### src/rtl/rst_ce_seq_pkg.sv
// Shared types and helpers for the reset / clock-enable sequencer.
//   state_t   : sequencer phase (RESET, GAP, ENABLE, RUN)
//   cnt_width : counter width wide enough to hold the largest phase length
package rst_ce_seq_pkg;

    typedef enum logic [1:0] {
        RESET  = 2'd0,
        GAP    = 2'd1,
        ENABLE = 2'd2,
        RUN    = 2'd3
    } state_t;

    // Width needed to hold max(a, b, c) as an unsigned count.
    function automatic int unsigned cnt_width(input int unsigned a,
                                              input int unsigned b,
                                              input int unsigned c);
        int unsigned m;
        m = a;
        if (b > m) m = b;
        if (c > m) m = c;
        return 32'($clog2(m + 1));
    endfunction

endpackage

### src/rtl/seq_down_cnt.sv
// Loadable saturating down-counter used to time each sequencer phase.
//   clk   : clock
//   load  : load value on the next posedge (takes priority over counting)
//   value : count to load; the phase ends once the count reaches zero
//   zero  : count equals zero (combinational)
module seq_down_cnt #(
    parameter int unsigned W = 2
) (
    input  logic         clk,
    input  logic         load,
    input  logic [W-1:0] value,
    output logic         zero
);

    logic [W-1:0] cnt;

    // Decrement until zero, then hold; never wraps.
    always_ff @(posedge clk) begin
        if (load) begin
            cnt <= value;
        end else if (cnt != '0) begin
            cnt <= cnt - W'(1);
        end
    end

    assign zero = (cnt == '0);

endmodule

### src/rtl/rst_ce_sequencer.sv
// Sequences a downstream reset / clock-enable pair: rst_o for RST_CYCLES,
// GAP_CYCLES idle, ce_o for CE_MIN_CYCLES, then ce_o follows run_en.
//   clk        : clock
//   rst        : synchronous active-high reset
//   sw_rst_req : soft-reset request, restarts the sequence
//   run_en     : clock-enable level once in RUN
//   rst_o      : downstream reset (registered)
//   ce_o       : downstream clock enable (registered)
//   busy       : sequence in progress (registered)
//   done       : one-cycle pulse on entry to RUN (registered)
module rst_ce_sequencer
    import rst_ce_seq_pkg::*;
#(
    parameter int unsigned RST_CYCLES    = 2,
    parameter int unsigned GAP_CYCLES    = 0,
    parameter int unsigned CE_MIN_CYCLES = 2
) (
    input  logic clk,
    input  logic rst,
    input  logic sw_rst_req,
    input  logic run_en,
    output logic rst_o,
    output logic ce_o,
    output logic busy,
    output logic done
);

    localparam int unsigned CNT_W = cnt_width(RST_CYCLES, GAP_CYCLES, CE_MIN_CYCLES);

    // The counter is loaded with length-1 so zero marks the last cycle of a phase.
    localparam logic [CNT_W-1:0] RST_LOAD = CNT_W'(RST_CYCLES - 1);
    localparam logic [CNT_W-1:0] GAP_LOAD = CNT_W'((GAP_CYCLES > 0) ? GAP_CYCLES - 1 : 0);
    localparam logic [CNT_W-1:0] CE_LOAD  = CNT_W'(CE_MIN_CYCLES - 1);

    state_t            state;
    state_t            state_next;
    logic              cnt_load;
    logic [CNT_W-1:0]  cnt_value;
    logic              cnt_zero;
    logic              rst_o_next;
    logic              ce_o_next;
    logic              busy_next;
    logic              done_next;

    seq_down_cnt #(.W(CNT_W)) u_cnt (
        .clk   (clk),
        .load  (cnt_load),
        .value (cnt_value),
        .zero  (cnt_zero)
    );

    // Next-state, counter reload and next output values.
    always_comb begin
        state_next = state;
        cnt_load   = 1'b0;
        cnt_value  = RST_LOAD;

        if (rst || sw_rst_req) begin
            // A request overrides any final count, including the one that would raise done.
            state_next = RESET;
            cnt_load   = 1'b1;
            cnt_value  = RST_LOAD;
        end else begin
            case (state)
                RESET: begin
                    if (cnt_zero) begin
                        cnt_load = 1'b1;
                        if (GAP_CYCLES > 0) begin
                            state_next = GAP;
                            cnt_value  = GAP_LOAD;
                        end else begin
                            state_next = ENABLE;
                            cnt_value  = CE_LOAD;
                        end
                    end
                end
                GAP: begin
                    if (cnt_zero) begin
                        state_next = ENABLE;
                        cnt_load   = 1'b1;
                        cnt_value  = CE_LOAD;
                    end
                end
                ENABLE: begin
                    if (cnt_zero) begin
                        state_next = RUN;
                    end
                end
                RUN: begin
                    state_next = RUN;
                end
                default: begin
                    state_next = RESET;
                    cnt_load   = 1'b1;
                    cnt_value  = RST_LOAD;
                end
            endcase
        end

        rst_o_next = (state_next == RESET);
        ce_o_next  = (state_next == ENABLE) || ((state_next == RUN) && run_en);
        busy_next  = (state_next != RUN);
        done_next  = (state == ENABLE) && (state_next == RUN);
    end

    // State and output registers.
    always_ff @(posedge clk) begin
        if (rst) begin
            state <= RESET;
            rst_o <= 1'b1;
            ce_o  <= 1'b0;
            busy  <= 1'b1;
            done  <= 1'b0;
        end else begin
            state <= state_next;
            rst_o <= rst_o_next;
            ce_o  <= ce_o_next;
            busy  <= busy_next;
            done  <= done_next;
        end
    end

    // Downstream reset and enable must never overlap.
    a_no_overlap: assert property (@(posedge clk) !(rst_o && ce_o));

endmodule
### config.mk
export PLATFORM = sky130hd
export DESIGN_NAME = rst_ce_sequencer
export DESIGN_NICKNAME = d
export VERILOG_FILES = /design/src/rtl/rst_ce_seq_pkg.sv /design/src/rtl/seq_down_cnt.sv /design/src/rtl/rst_ce_sequencer.sv
export SDC_FILE = /design/constraint.sdc
export NUM_CORES = 1
export LEC_CHECK = 0
export ABC_AREA = 1
export BUFFER_PORTS_ARGS = -buffer_cell sky130_fd_sc_hd__buf_2
export CAP_MARGIN = 40
export CORE_AREA = 2 2 39 41
export CTS_CLUSTER_SIZE = 25
export DETAILED_ROUTE_END_ITERATION = 8
export DIE_AREA = 0 0 41 43
export SLEW_MARGIN = 5
export SYNTH_ARGS = -nofsm -noshare
export SYNTH_HDL_FRONTEND = slang
export SYNTH_SLANG_ARGS = --single-unit
### constraint.sdc
create_clock -name clk -period 1.5 [get_ports clk]
set_input_delay 0.15 -clock clk [delete_from_list [all_inputs] [get_ports clk]]
set_output_delay 0.15 -clock clk [all_outputs]
set_load 0.05 [all_outputs]
==> results.txt, run 1 <==
Status: finished, final reports clean
Filler cell count: 148
Cell type with the largest total area after synthesis: dfxtp_1
CORE AREA: 0.001384 mm^2
Total setup buffers inserted after CTS: 0
Flops & latches, synth: 8
Overall overflow remaining after global route: 0
Starting DRT DRC Count: 0
Synth cell types: 12
Beginning of the critical path: u_cnt.cnt[0]
Number of gates given a new drive strength after cts: 0
Number of remaining DRC errors: 0
Cell at the root of the clock tree: clkbuf_4
Layout overhead on the synthesized area: 25.94%
Post-Layout Cell Count: 64
Area of the mapped netlist: 299.0 um^2
Synthesized net count: 43
Worst setup path end: busy
Count leader, synth: inv_1
Level count of the clock H-tree: 1
Class of the worst hold path: in2reg
Tot GR Track Use: 6.970%
Final critical-path share of the clock period: 79.00%
Total via count after detailed routing: 244
I/O pin total: 8
Footprint of the multi-input gates: 105.1 um^2
Final Hold Violating Endpoints: 0
Final ANT Viol Nets: 0
Nature of the critical path startpoint: register
Final Skew: 3.978 ps
Synthesized instance count: 38
Worst-case headroom to the max-slew limit: 83.58%
Post-CTS Hold Buffers: 0
Required arrival time at the worst endpoint: 1640 ps
Final net count: 55
Terminus of the critical flop-to-flop path: busy
Final Setup Violations: 0
Global-route wire length before repair: 786 um
First-pass DRT Iterations: 1
Post-synth ARST share: 0%
Clock tree from TritonCTS: done
R2r worst-path depth: 6
Top-area cell type share of the netlist area: 53.56%
Commonest cells in the synthesized netlist: inv_1, dfxtp_1, nor2_1
Leakage component of the power: 0.1896 nW
Routed length per placed instance: 6.703 um
Kind of critical path: reg2reg
Area contributors post-synth: dfxtp_1, inv_1, nor2_1
Critical Path Sink Type: register
Average cell area after synthesis: 7.869 um^2
Seq/Total Area, Yosys: 53.56%
Register clock-pin slew on the reported worst setup and hold paths: 50 ps
Sequential standard cell area: 160.2 um^2
Worst flop-to-flop path startpoint: u_cnt.cnt[0]
Via density per instance: 3.813
Count of warnings emitted by yosys: 0
Vias in the first global route: 215
Later-pin clock latency in the skew report: 250 ps
Number of buffers inserted by port buffering: 7
Ys flop type: dfxtp_1
TritonCTS Buffers: 3
DIE HEIGHT: 43 um
Final Wtd Congestion: 0.7127
Total power per unit cell area: 1116 mW/mm^2
Placed cell count: 61
Die X: 41 um
Max Transition Viols Final: 0
Max Cap Viol: 0
Worst-path fanout max: 7
Number of antenna diodes: 0
Data arrival at the endpoint of the critical path: 1320 ps
Transition time of the tightest slew-check pin: 248.0 ps
Maximum clock frequency: 843.8 MHz
Worst vdd ir: 0.0005341 V
Number of enable flip-flop cells after synthesis: 0
Post-route minimum period: 1185 ps
Fraction of layout instances using a drive strength above 1: 25.00%
Initial antenna violation count: 0
Setup slack, reg-to-reg: 310 ps
Starting utilization of the core area: 21.61%
Count of clock tree sinks: 8
Total die area: 0.001763 mm^2
Row count: 14
Unrepaired setup endpoints after global routing: false
Aggregate negative setup slack: 0 ps
Total half-perimeter wirelength after legalization and detailed placement: 343.4 um
Drt total wl: 429 um
Hold path startpoint: run_en
Largest net degree at the start of global routing: 8
Max Buffers Root-to-Sink: 2
==> critical path, cell delays in order (launching register included) <==
cell and delay [ps]:
dfxtp_1 320, inv_1 50, ha_1 260, inv_1 120, nand2_1 90, a21oi_2 170
nand2_1 60
==> per-stage QoR <==
stage          hold WS (ps)  cell area (um^2)  setup slack, ps  util, %  power [mW]
2_1_floorplan         321.7             299.0            419.2        -      0.2562
3_3_place_gp          437.3             354.1            334.5    25.59      0.2662
3_5_place_dp          440.0             354.1            317.5    25.59      0.2664
4_1_cts               178.0             376.6            303.3    27.22      0.4317
5_1_grt               209.1             376.6            189.6    27.22      0.4446
6_report              180.3             376.6            314.9    27.22      0.4202
==> registers in the layout (all words and copies together) (netlist names) <==
register / flops
rst_o: 1
busy: 1
u_cnt.cnt: 2
done: 1
ce_o: 1
state: 2
==> cell type report <==
class	count	share of cell area (%)
Inverter	9	8.970
Clock buffer	3	5.980
Tap cell	16	5.316
Timing Repair Buffer	7	9.302
Sequential cell	8	42.53
Multi-Input combinational cell	21	27.91
==> where the power goes <==
group          internal (mW)  leakage [nW]  switching, mW  total [mW]
logic                 0.0139         0.111         0.0260      0.0398
clock network         0.0912        0.0138         0.0677       0.159
registers              0.219        0.0650        0.00250       0.221
==> kinds of logic (layout without fill, tap and decap cells) <==
kind of cell	Yosys count	count (layout)	share of synthesized area (%)
AO/OA/AOI/OAI	4	4	8.785
AND/OR/NAND/NOR	16	16	22.18
flip-flops	8	8	53.56
adder cells (fa/ha/maj)	1	1	4.183
buffers and inverters	9	19	11.30
==> routing by layer <==
| metal | GRT usage [%] | routed length [um] | vias to the layer above |
|---|---|---|---|
| met5 | 0 | 0 | - |
| met4 | 6.000 | 0 | 0 |
| met3 | 3.141 | 24 | 0 |
| met2 | 9.375 | 222 | 5 |
| met1 | 7.869 | 182 | 104 |
| li1 | - | - | 135 |
==> layout by cell type, fill, tap and decap left out <==
cell type  Yosys  final
a21oi_1        1      1
clkbuf_4       0      3
buf_2          0      7
a21oi_2        1      1
nand3_1        1      1
nand4_1        1      1
nor2_2         1      1
ha_1           1      1
o21ai_1        1      1
inv_1          9      9
nand2_1        6      6
dfxtp_1        8      8
nor2_1         7      7
o21bai_1       1      1
==> worst min path at each step <==
stage                       to  cells after the start
final                     ce_o                      5
after detailed placement  ce_o                      5
after global routing      ce_o                      5
after CTS                 ce_o                      5
after floorplan           done                      3
after global placement    ce_o                      5
Power figures use the tool's default switching activity.
==> run 2: changes to the inputs <==
Settings changed: ABC_AREA 1 to 0.
Clock period 1.5 ns to 0.98 ns, I/O delays scaled along.
==> run 2 against run 1 <==
The flow now finishes with violations (setup timing). Synthesized area increased by 2.5%. Cell area increased by 12%. Register-to-register slack got worse by 330 ps. Sequential share of layout area decreased by 3.9 points. Synthesized cell count decreased by 21%.
==> results.txt, run 2 <==
Worst-path cell with the longest stage delay: dfxtp_2
Seq/Total Area, Yosys: 52.24% (-1.3 points)
Hold path startpoint: sw_rst_req
Fraction of layout instances using a drive strength above 1: 57.50% (+32 points)
Die X: 41 um (unchanged)
Worst-case headroom to the max-slew limit: 82.89% (-0.69 points)
Count leader, synth: dfxtp_1
Number of antenna diodes: 0 (unchanged)
Combinational Power Share: 11.5% (+2.0 points)
Initial antenna violation count: 0 (unchanged)
Layout overhead on the synthesized area: 37.55%
TritonCTS Buffers: 3 (unchanged)
Final net count: 47 (-15%)
Max Cap Viol: 0 (unchanged)
Status: finished with violations
Post-synth ARST share: 0% (unchanged)
Final Skew: 4.426 ps (+0.4476 ps)
I/O pin total: 8 (unchanged)
Series of cell instances along the critical path: inv_2 -> ha_4 -> or2_1 -> a21oi_2
First-pass DRT Iterations: 4 (+3)
Data arrival at the endpoint of the critical path: 1180 ps (-140 ps)
Count of warnings emitted by yosys: 0 (unchanged)
Starting utilization of the core area: 22.15% (+0.54 points)
Transition time of the tightest slew-check pin: 256.2 ps (+8.237 ps)
Proportion of power drawn by flip-flops and latches: 51.6% (-1.1 points)
CORE AREA: 0.001384 mm^2 (unchanged)
Worst vdd ir: 0.0006771 V (+27%)
Post-layout instance area: 421.7 um^2 (+12%)
Synthesized net count: 35 (-19%)
Total power per unit cell area: 1573 mW/mm^2 (+41%)
Worst hold path cell count: 3 (-2)
Synthesized instance count: 30 (-21%)
Clock power share: 36.9% (-0.9 points)
Failing checks: setup timing
R2r worst-path depth: 4 (-2)
Vias in the first global route: 203 (-5.6%)
Max Transition Viols Final: 0 (unchanged)
Total via count after detailed routing: 239 (-2.0%)
Aggregate negative setup slack: -17.22 ps (-17.22 ps)
Detailed route wirelength on metal3: 50 um (+110%)
Flops & latches, synth: 8 (unchanged)
Number of buffers inserted by port buffering: 7 (unchanged)
Top Family by Delay on Critical Path: flip-flops
Maximum clock frequency: 1005 MHz (+19%)
Area of the mapped netlist: 306.5 um^2 (+2.5%)
Commonest cells in the synthesized netlist: dfxtp_1, nor2_1, a21oi_1, inv_1, or2_1
Met2 wire len: 215 um (-3.2%)
Setup slack, reg-to-reg: -10 ps (-330 ps)
Kind of critical path: reg2reg
Final Wtd Congestion: 0.6824 (-4.3%)
Number of buffer and inverter stages on the critical path: 1 (-1)
Final ANT Viol Nets: 0 (unchanged)
Final Setup Violations: 2 (+2)
Minimum hold slack: 91.68 ps (-88.58 ps)
Area contributors post-synth: dfxtp_1, a211oi_2, ha_1
Drt total wl: 512 um (+19%)
Nature of the critical path startpoint: register
Final Hold Violating Endpoints: 0 (unchanged)
Setup slack at placement: -5.779 ps (-323.3 ps)
Register clock-pin slew on the reported worst setup and hold paths: 50 ps (about the same)
Post-route minimum period: 994.5 ps (-190.5 ps)
Synth cell types: 18 (+6)
Routed length per placed instance: 9.143 um (+36%)
Number of enable flip-flop cells after synthesis: 0 (unchanged)
Unrepaired setup endpoints after global routing: true
Top-area cell type share of the netlist area: 52.24% (-1.3 points)
Overall overflow remaining after global route: 0 (unchanged)
Critical Path Sink Type: register
Placed cell count: 52 (-15%)
Max Buffers Root-to-Sink: 2 (unchanged)
Wl on met1: 246 um (+35%)
Switching power share of the total: 22.88% (about the same)
Sink of the worst hold path: rst_o
DIE HEIGHT: 43 um (unchanged)
Via density per instance: 4.268 (+12%)
Final critical-path share of the clock period: 101.5% (+22 points)
Maximum single-stage delay on the critical path: 340 ps (+20 ps)
Row count: 14 (unchanged)
Worst flop-to-flop path startpoint: u_cnt.cnt[0]
Global-route wire length before repair: 800 um (+1.8%)
Class of the worst hold path: in2reg
Placed standard-cell area: 371.6 um^2 (+4.9%)
Post-layout worst setup margin: -14.54 ps (-329.5 ps)
Later-pin clock latency in the skew report: 250 ps (about the same)
Clock tree from TritonCTS: done
Ys flop type: dfxtp_1
Registers with the most flip-flops: state x2, u_cnt.cnt x2
Terminus of the critical flop-to-flop path: u_cnt.cnt[1]
Required arrival time at the worst endpoint: 1170 ps (-470 ps)
Average cell area after synthesis: 10.22 um^2 (+30%)
Share of the core filled with cells: 30.47% (+3.3 points)
Most used cells in the layout excluding fill and tap cells: buf_2, dfxtp_1, nor2_1, clkbuf_4
Number of remaining DRC errors: 0 (unchanged)
Starting DRT DRC Count: 8 (+8)
Count of clock tree sinks: 8 (unchanged)
Int Pwr: 511.5 uW (+58%)
Cell type with the largest total area after synthesis: dfxtp_1
Filler cell count: 140 (-5.4%)
Post-layout total power: 663.3 uW (+58%)
Leakage component of the power: 0.1599 nW (-16%)
Top sig layer: met3
Worst-path fanout max: 3 (-4)
Post-Layout Cell Count: 56 (-13%)
Net switching power: 151.7 uW (+58%)
Post-CTS Hold Buffers: 0 (unchanged)
Cell at the root of the clock tree: clkbuf_4
Largest net degree at the start of global routing: 11 (+3)
Level count of the clock H-tree: 1 (unchanged)
Total die area: 0.001763 mm^2 (unchanged)
Tot GR Track Use: 7.754% (+0.78 points)
Most common cell after layout, fill and taps aside: buf_2
-- run 2: final cells by class --
class                   instances  area, um^2  area share [%]
multi-input cells              19       162.7           38.58
well taps                      16       20.02           4.748
inverters                       2       7.507           1.780
flip-flops and latches          8       162.7           38.58
repair buffers                  8       46.29           10.98
clock buffers                   3       22.52           5.341
-- run 2: worst max-delay path by stage --
| stage | startpoint | end | slack [ps] | depth (start not counted) |
|---|---|---|---|---|
| after floorplan | u_cnt.cnt[1] | ce_o | -40 | 5 |
| after global placement | u_cnt.cnt[0] | ce_o | 7 | 4 |
| after detailed placement | u_cnt.cnt[1] | u_cnt.cnt[1] | -6 | 4 |
| after CTS | u_cnt.cnt[0] | ce_o | -2 | 4 |
| after global routing | u_cnt.cnt[0] | u_cnt.cnt[1] | -40 | 4 |
| final | u_cnt.cnt[0] | u_cnt.cnt[1] | -10 | 4 |
-- run 2: worst register-to-register path, delay by kind of cell (launching register included) --
| kind | cells | cell delay [ps] |
|---|---|---|
| flip-flops | 1 | 340 |
| AND/OR/NAND/NOR | 1 | 230 |
| adder cells (fa/ha/maj) | 1 | 220 |
| AO/OA/AOI/OAI | 1 | 100 |
| buffers and inverters | 1 | 50 |
-- run 2: cell families after synthesis --
kind of cell	Yosys count	synth area share [%]
simple gates	11	20.40
compound gates	7	17.14
flops	8	52.24
buf+inv	3	6.123
fa+ha+maj	1	4.081
-- run 2: power groups by stage --
stage,logic (mW),registers [mW],clock network (mW)
6_report,0.0763,0.342,0.245
5_1_grt,0.0825,0.343,0.277
4_1_cts,0.0657,0.341,0.259
3_5_place_dp,0.0658,0.348,0
3_3_place_gp,0.0646,0.348,0
2_1_floorplan,0.0426,0.358,0
-- run 2: timing repair --
item | CTS | global route
gates cloned | 0 | 0
setup endpoints to repair | 2 | 3
gates resized for setup | 0 | 6
buffers inserted | 0 | 1
pin swaps | 1 | 2
-- run 2: routing by layer --
layer / vias to the layer above / GRT usage, %
met4: 0 / 6.000
met5: - / 0
met2: 12 / 8.750
met3: 0 / 7.853
li1: 122 / -
met1: 105 / 8.117
==> run 3: changes to the inputs <==
Settings changed: ABC_AREA 0 to 1.
==> run 3 against run 2 <==
Total power rose by 1.9%. Setup slack improved by 4.7 ps. Flip-flop and latch count did not move. Critical path type unchanged. Fmax rose by 0.48%. Via count rose by 6.7%. Largest power group unchanged. The flow still finishes with violations (setup timing). Worst hold slack improved by 35 ps. Non-clock buffer count rose by 1. Largest cell class unchanged. Global-route usage fell by 1.2 points.
==> results.txt, run 3 (same netlist as run 1, synthesis figures left out) <==
Aggregate negative setup slack: -14.68 ps (+2.540 ps)
Kind of critical path: reg2reg
Placed cell count: 63 (+21%)
Setup slack at placement: -47.10 ps (-41.32 ps)
Final critical-path share of the clock period: 101.0% (-0.48 points)
Routed length per placed instance: 7.515 um (-18%)
Vias in the first global route: 224 (+10%)
Layout overhead on the synthesized area: 39.33%
Drt total wl: 496 um (-3.1%)
Transition time of the tightest slew-check pin: 250.7 ps (-5.499 ps)
Post-Layout Cell Count: 66 (+18%)
Row count: 14 (unchanged)
Final net count: 57 (+21%)
Cell at the root of the clock tree: clkbuf_4
Die X: 41 um (unchanged)
Most used cells in the layout excluding fill and tap cells: buf_2, nor2_1, inv_1, dfxtp_1, nand2_1
Filler cell count: 145 (+3.6%)
Final ANT Viol Nets: 0 (unchanged)
Maximum clock frequency: 1010 MHz (+0.48%)
Leakage component of the power: 0.1987 nW (+24%)
Placed standard-cell area: 382.9 um^2 (+3.0%)
Sequential standard cell area: 162.7 um^2 (unchanged)
Total via count after detailed routing: 255 (+6.7%)
Worst-path cell with the longest stage delay: dfxtp_2
Status: finished with violations
Post-layout worst setup margin: -9.825 ps (+4.720 ps)
Via density per instance: 3.864 (-9.5%)
Critical Path Sink Type: register
Minimum hold slack: 126.8 ps (+35.08 ps)
Starting utilization of the core area: 21.61% (-0.54 points)
Post-CTS Hold Buffers: 0 (unchanged)
Count of clock tree sinks: 8 (unchanged)
Clock tree from TritonCTS: done
First-pass DRT Iterations: 3 (-1)
Global-route wire length before repair: 738 um (-7.8%)
I/O pin total: 8 (unchanged)
Most common cell on crit path: nand2_1
Register clock-pin slew on the reported worst setup and hold paths: 60 ps (about the same)
Final Hold Violating Endpoints: 0 (unchanged)
Registers with the most flip-flops: state x2, u_cnt.cnt x2
Post-layout instance area: 416.7 um^2 (-1.2%)
Worst-case headroom to the max-slew limit: 83.40% (+0.50 points)
Level count of the clock H-tree: 1 (unchanged)
Tot GR Track Use: 6.533% (-1.2 points)
Max Buffers Root-to-Sink: 2 (unchanged)
Initial antenna violation count: 0 (unchanged)
Number of antenna diodes: 0 (unchanged)
Post-route minimum period: 989.8 ps (-4.720 ps)
Footprint of the multi-input gates: 125.1 um^2 (-23%)
Final Skew: 2.595 ps (-1.830 ps)
Number of buffers inserted by port buffering: 7 (unchanged)
Nature of the critical path startpoint: register
Post-layout total power: 675.8 uW (+1.9%)
Total setup buffers inserted after CTS: 0 (unchanged)
Total power per unit cell area: 1622 mW/mm^2 (+3.1%)
Fraction of layout instances using a drive strength above 1: 46.00% (-11 points)
Worst-path fanout max: 5 (+2)
Unrepaired setup endpoints after global routing: true
Class of the worst hold path: in2reg
CORE AREA: 0.001384 mm^2 (unchanged)
Max Transition Viols Final: 0 (unchanged)
Data arrival at the endpoint of the critical path: 1130 ps (-50 ps)
Most common cell after layout, fill and taps aside: buf_2
Failing checks: setup timing
TritonCTS Buffers: 3 (unchanged)
Maximum single-stage delay on the critical path: 320 ps (-20 ps)
Overall overflow remaining after global route: 0 (unchanged)
Starting DRT DRC Count: 4 (-4)
DIE HEIGHT: 43 um (unchanged)
Later-pin clock latency in the skew report: 250 ps (about the same)
Required arrival time at the worst endpoint: 1120 ps (-50 ps)
Number of remaining DRC errors: 0 (unchanged)
Final Setup Violations: 2 (unchanged)
Total die area: 0.001763 mm^2 (unchanged)
Series of cell instances along the critical path: inv_2 -> ha_4 -> nand2_1 -> a21oi_2 -> nand2_1
Final Wtd Congestion: 0.6035 (-12%)
Largest net degree at the start of global routing: 6 (-5)
Share of the core filled with cells: 30.11% (-0.36 points)
Worst vdd ir: 0.0003433 V (-49%)
Max Cap Viol: 0 (unchanged)
## run 3: final timing paths
path,cells after the start,start,slack (ps),endpoint
max,5,u_cnt.cnt[0],-10,busy
min,5,run_en,130,ce_o
max reg2reg,5,u_cnt.cnt[0],-10,busy
min reg2reg,2,state[1],480,done
## run 3: worst max-delay path: cells and delay by family (launching register included)
| kind | cells | cell delay [ps] |
|---|---|---|
| simple gates | 2 | 150 |
| flops | 1 | 320 |
| compound gates | 1 | 180 |
| buf+inv | 1 | 60 |
| fa+ha+maj | 1 | 160 |
## run 3: where the power goes
group	switching, mW	total [mW]	leakage (nW)	internal (mW)
Combinational	0.0481	0.0847	0.120	0.0365
Sequential	0.00495	0.341	0.0651	0.336
Clock	0.110	0.250	0.0138	0.140
## run 3: what timing repair did
action,in CTS,in global routing
pin swaps,1,0
endpoints found under the setup margin,4,5
endpoints found under the hold margin,0,0
gates cloned,0,0
resized for setup,2,3
## run 3: final cells by class
type / count / share of cell area, %
flip-flops and latches: 8 / 39.04
multi-input cells: 21 / 30.03
repair buffers: 9 / 12.01
inverters: 9 / 8.709
clock buffers: 3 / 5.405
well taps: 16 / 4.805
## run 3: per-layer routing
layer,GRT usage [%],wire (um),vias to the layer above
met5,0,0,-
met4,8.000,0,0
met3,1.571,19,0
met2,9.375,257,6
met1,6.452,219,112
li1,-,-,137
